<file path="src/rtl/decode_queue.sv">
`default_nettype none
// decode_queue: MIPS word decoder with a DEPTH-entry circular buffer between F/D and the D stage.
// Rev 1.0
module decode_queue #(
  parameter int DEPTH = 4,
  parameter int PC_W  = 32
) (
  input  logic            clk,
  input  logic            reset,
  input  logic            flush,
  input  logic            in_valid,
  output logic            in_ready,
  input  logic [31:0]     in_instr,
  input  logic [PC_W-1:0] in_pc,
  output logic            out_valid,
  input  logic            out_ready,
  output logic [31:0]     out_instr,
  output logic [PC_W-1:0] out_pc,
  output logic [3:0]      out_cls,
  output logic [4:0]      out_wa,
  output logic            out_ri
);
  localparam int PW = $clog2(DEPTH);
  localparam int CW = $clog2(DEPTH + 1);
  localparam logic [CW-1:0] FULL = CW'(DEPTH);

  localparam logic [3:0] CLS_NOP     = 4'd0;
  localparam logic [3:0] CLS_RALU    = 4'd1;
  localparam logic [3:0] CLS_IALU    = 4'd2;
  localparam logic [3:0] CLS_LOAD    = 4'd3;
  localparam logic [3:0] CLS_STORE   = 4'd4;
  localparam logic [3:0] CLS_BRANCH  = 4'd5;
  localparam logic [3:0] CLS_JAL     = 4'd6;
  localparam logic [3:0] CLS_JR      = 4'd7;
  localparam logic [3:0] CLS_MD      = 4'd8;
  localparam logic [3:0] CLS_MF      = 4'd9;
  localparam logic [3:0] CLS_MT      = 4'd10;
  localparam logic [3:0] CLS_MFC0    = 4'd11;
  localparam logic [3:0] CLS_MTC0    = 4'd12;
  localparam logic [3:0] CLS_ERET    = 4'd13;
  localparam logic [3:0] CLS_SYSCALL = 4'd14;
  localparam logic [3:0] CLS_RI      = 4'd15;

  logic [31:0]     instr_mem [DEPTH];
  logic [PC_W-1:0] pc_mem    [DEPTH];
  logic [3:0]      cls_mem   [DEPTH];
  logic [4:0]      wa_mem    [DEPTH];

  logic [PW-1:0] head, tail;
  logic [CW-1:0] count;
  logic          push, pop;
  logic [3:0]    dec_cls;
  logic [4:0]    dec_wa;

  logic [5:0] op, funct;
  logic [4:0] rs, rt, rd;
  assign op    = in_instr[31:26];
  assign rs    = in_instr[25:21];
  assign rt    = in_instr[20:16];
  assign rd    = in_instr[15:11];
  assign funct = in_instr[5:0];

  always_comb begin
    dec_cls = CLS_RI;
    case (op)
      6'b000000: begin
        case (funct)
          6'b000000: dec_cls = CLS_NOP;
          6'b100000, 6'b100010, 6'b100100,
          6'b100101, 6'b101010, 6'b101011: dec_cls = CLS_RALU;
          6'b001000: dec_cls = CLS_JR;
          6'b011000, 6'b011001, 6'b011010, 6'b011011: dec_cls = CLS_MD;
          6'b010000, 6'b010010: dec_cls = CLS_MF;
          6'b010001, 6'b010011: dec_cls = CLS_MT;
          6'b001100: dec_cls = CLS_SYSCALL;
          default:   dec_cls = CLS_RI;
        endcase
      end
      6'b001000, 6'b001100, 6'b001101, 6'b001111: dec_cls = CLS_IALU;
      6'b100011, 6'b100001, 6'b100000:            dec_cls = CLS_LOAD;
      6'b101011, 6'b101001, 6'b101000:            dec_cls = CLS_STORE;
      6'b000100, 6'b000101:                       dec_cls = CLS_BRANCH;
      6'b000011:                                  dec_cls = CLS_JAL;
      6'b010000: begin
        if (rs == 5'b00000)
          dec_cls = CLS_MFC0;
        else if (rs == 5'b00100)
          dec_cls = CLS_MTC0;
        else if (rs == 5'b10000 && funct == 6'b011000)
          dec_cls = CLS_ERET;
        else
          dec_cls = CLS_RI;
      end
      default: dec_cls = CLS_RI;
    endcase
  end

  always_comb begin
    dec_wa = 5'd0;
    case (dec_cls)
      CLS_RALU, CLS_MF:            dec_wa = rd;
      CLS_IALU, CLS_LOAD, CLS_MFC0: dec_wa = rt;
      CLS_JAL:                     dec_wa = 5'd31;
      default:                     dec_wa = 5'd0;
    endcase
  end

  // in_ready depends only on registered count, so a pop cannot free a slot for the same-cycle push.
  assign in_ready  = (count < FULL);
  assign out_valid = (count != '0);
  assign push      = in_valid && in_ready;
  assign pop       = out_valid && out_ready;

  always_ff @(posedge clk) begin
    if (push) begin
      instr_mem[tail] <= in_instr;
      pc_mem[tail]    <= in_pc;
      cls_mem[tail]   <= dec_cls;
      wa_mem[tail]    <= dec_wa;
    end
  end

  always_ff @(posedge clk) begin
    if (reset || flush) begin
      head  <= '0;
      tail  <= '0;
      count <= '0;
    end else begin
      if (push) tail <= tail + 1'b1;
      if (pop)  head <= head + 1'b1;
      case ({push, pop})
        2'b10:   count <= count + 1'b1;
        2'b01:   count <= count - 1'b1;
        default: count <= count;
      endcase
    end
  end

  assign out_instr = out_valid ? instr_mem[head] : 32'd0;
  assign out_pc    = out_valid ? pc_mem[head]    : '0;
  assign out_cls   = out_valid ? cls_mem[head]   : 4'd0;
  assign out_wa    = out_valid ? wa_mem[head]    : 5'd0;
  assign out_ri    = out_valid && (cls_mem[head] == CLS_RI);
endmodule
`default_nettype wire

</file>
<file path="config.mk">
export PLATFORM = sky130hd
export DESIGN_NAME = decode_queue
export DESIGN_NICKNAME = d
export VERILOG_FILES = /design/src/rtl/decode_queue.sv
export SDC_FILE = /design/constraint.sdc
export NUM_CORES = 1
export LEC_CHECK = 0
export BUFFER_PORTS_ARGS = -buffer_cell sky130_fd_sc_hd__buf_2
export CORE_MARGIN = 2
export CORE_UTILIZATION = 30
export CTS_BUF_LIST = sky130_fd_sc_hd__clkbuf_8
export DETAILED_ROUTE_END_ITERATION = 12
export MAX_ROUTING_LAYER = met4
export PLACE_DENSITY_LB_ADDON = 0.3
export SKIP_CTS_REPAIR_TIMING = 1
export SYNTH_ARGS = -nofsm -noshare
export SYNTH_HDL_FRONTEND = slang
export SYNTH_SLANG_ARGS = --single-unit
</file>
<file path="constraint.sdc">
create_clock -name clk -period 2.7 [get_ports clk]
set_input_delay 0.135 -clock clk [delete_from_list [all_inputs] [get_ports clk]]
set_output_delay 0.135 -clock clk [all_outputs]
set_load 0.005 [all_outputs]
</file>
==> flow_summary.json <==
{
  "ios": 145,
  "grt_pass1_vias": 6613,
  "synth_cell_types": 47,
  "multi_input_area_um2": 2870,
  "drive_gt1_share_pct": 36.2,
  "seq_power_share_pct": 54.7,
  "max_freq_mhz": 399,
  "drtAntennaViolNets": 0,
  "grt_use_total_pct": 13.4,
  "intPower_uw": 7460,
  "synth_top_family_by_area": "multiplexers",
  "portBuffers": 144,
  "cts_tree": "yes",
  "synthAdderAreaFrac_pct": 0.691,
  "slowest_delay_ns": 0.68,
  "rows": 73,
  "htreeDepth": 2,
  "die_area_um2": 41500,
  "drtPass1Iterations": 4,
  "min_period_ns": 2.51,
  "relSlewSlack_pct": 50.8,
  "root_buffer": "clkbuf_8",
  "avgSynthCellArea_um2": 20.0,
  "cellPowerDensity_nw_per_um2": 637,
  "power.leakage_uw": 0.00530,
  "synthCells": 599,
  "power_frac_comb_pct": 7.3,
  "synth-compound-area-share_pct": 1.79,
  "ctsLongestPathBuffers": 3,
  "cts_buffers": 51,
  "gp_congestion": 0.757,
  "coreArea_um2": 39500,
  "power_switching_uw": 2200,
  "crit_chain": "dlygate4sd3_1 > buf_2 > or4_4 > nor3_1 > a31oi_1 > o211ai_1 > nor4b_2 > a221o_1",
  "fillCellCount": 3702,
  "synth_common_cells": "edfxtp_1 (292), and2_1 (79), mux4_2 (73), clkbuf_1 (24), nor2_1 (17)",
  "die_w_um": 204,
  "clkPwrFrac_pct": 38.0,
  "tightest_slew_ns": 0.736,
  "crit_buf_inv": 2,
  "muxShareOfSynthArea_pct": 13.9,
  "fin_worst_skew_ns": 0.0293,
  "wl_per_cell_um": 19.1,
  "yosysWarnings": 0,
  "timing.critical_path.to_type": "register",
  "seq_area_frac_synth_pct": 74.9,
  "synth-main-ff-cell": "edfxtp_1",
  "vias": 6490,
  "yosys.area.top_type": "edfxtp_1",
  "synth_top_cell_area_share_pct": 73.4,
  "ir_drop_mv": 0.384,
  "synth-xor-area-share_pct": 0.366,
  "synthesis.area_um2": 12000,
  "grt_max_degree": 75,
  "fin_crit_sh_pct": 92.9,
  "synth_nets": 674,
  "crit_fanout": 5,
  "gr-total-overflow": 0,
  "path_clk_slew_ns": 0.06,
  "layout.nets": 935,
  "ys_seq_elements": 301,
  "synthSimpleGateAreaFrac_pct": 7.00,
  "arrival_ns": 2.97,
  "critPathKind": "primary input to register",
  "holdCritPathClass": "primary input to register",
  "worst_setup_path_start_kind": "primary input",
  "synthArstFlopShare_pct": 0,
  "outcome": "finished, final reports clean",
  "diodes": 0,
  "cp.required_ns": 3.16,
  "synth-edff-count": 292,
  "start_util_pct": 30.2,
  "rsz0062_at_grt": "no",
  "cts_sinks": 301,
  "drtIter0Drc": 351,
  "hpwl_um": 16000,
  "hold_viol_final": 0,
  "crit_slowest_cell": "nor4b_2",
  "hold_ws_ns": 0.00251,
  "path_delay_family": "simple AND/OR/NAND/NOR gates",
  "viasPerCell": 4.56,
  "sw_frac_of_total_pct": 22.8,
  "power.total_uw": 9660,
  "netlist_top_cells_area": "edfxtp_1 (73%), mux4_2 (14%), and2_1 (4.1%), dfxtp_1 (1.5%), clkbuf_1 (0.75%)",
  "register_area_um2": 8960,
  "die_h_um": 204,
  "antenna_found_initial": 0,
  "area_growth_pct": 26.9,
  "grt_pass1_wl_um": 40200,
  "worstSkewPairLatency_ns": 0.63,
  "finalMaxSlewViolations": 0,
  "setup_viol": 0,
  "drc": 0,
  "maxCapViolCount": 0,
  "finalWirelength_um": 27100,
  "yosysMostFrequentCell": "edfxtp_1"
}
==> path summary, 6_finish.rpt <==
check                             startpoint           end  slack, ns  depth (start not counted)
worst max-delay path            in_instr[31]  wa_mem[2][0]       0.19                          8
worst min-delay path               out_ready      register      0.003                          4
worst max register to register      count[2]      count[2]       0.65                          9
worst min register to register      count[2]      count[2]       0.50                          2
==> layout make-up <==
cell class                 instances  area share [%]
clock buffer                      51            4.63
multi-input combinational        257            18.9
clock inverter                    41            1.33
inverter                           8           0.198
timing repair buffer             241            11.6
sequential                       301            59.0
tap                              525            4.33
==> logic make-up after synthesis <==
logic type,Yosys count
flip-flops,301
AND/OR/NAND/NOR,141
buffers and inverters,41
adder cells (fa/ha/maj),6
XOR/XNOR,5
AO/OA/AOI/OAI,30
multiplexers,75
==> stage by stage <==
stage / setup WS [ns] / area (um^2) / TNS (ns) / std cells / util [%]
6_report: 0.192 / 15200 / 0 / 1424 / 38.3
5_1_grt: 0.0305 / 15200 / 0 / 1424 / 38.3
4_1_cts: 0.0161 / 14400 / 0 / 1349 / 36.5
3_5_place_dp: -0.0167 / 13500 / -0.0700 / 1257 / 34.2
3_3_place_gp: 0.0609 / 13500 / 0 / 1257 / 34.2
2_1_floorplan: 0.450 / 12000 / 0 / 599 / -
==> per-layer routing <==
layer	global-route usage [%]	up-vias	wire length (um)
met5	-	-	0
met4	5.24	0	604
met3	3.31	50	1440
met2	21.3	162	13200
met1	16.5	3340	11900
li1	-	2938	-
==> flip-flops by register name (all words and copies together) (netlist names), named ones only <==
register / cells
head: 2
wa_mem: 20
count: 3
instr_mem: 128
cls_mem: 16
pc_mem: 128
tail: 2
==> power groups by stage <==
stage                     sequential (uW)  clock (uW)  combinational, uW
final                                5290        3670                704
after global routing                 5290        4030                777
after CTS                            5290        3830                637
after detailed placement             5390           0                634
after global placement               5380           0                630
after floorplan                      5380           0                320
==> cells in the final DEF (no fill, tap or decap), types with 3 or more instances in the layout <==
master	n
edfxtp_1	292
buf_2	144
and2_1	75
mux4_2	73
dlygate4sd3_1	66
clkbuf_8	51
inv_1	30
buf_4	19
nor2_1	17
buf_12	11
clkinv_1	10
nand2_1	8
o21ai_0	7
dfxtp_1	7
a21oi_1	6
nand3_1	5
nor3_1	5
a221o_1	5
ha_1	5
clkinv_2	5
nand2b_1	4
or2_2	4
and2_4	4
nor2b_1	3
o211ai_1	3
xor2_1	3
==> worst register-to-register path, delay by kind of cell (launching register included) <==
kind | cells | cell delay, ns
flops | 1 | 0.35
xor+xnor | 1 | 0.15
simple gates | 3 | 0.60
compound gates | 1 | 0.14
fa+ha+maj | 2 | 0.58
buf+inv | 2 | 0.16
Power figures use the tool's default switching activity.
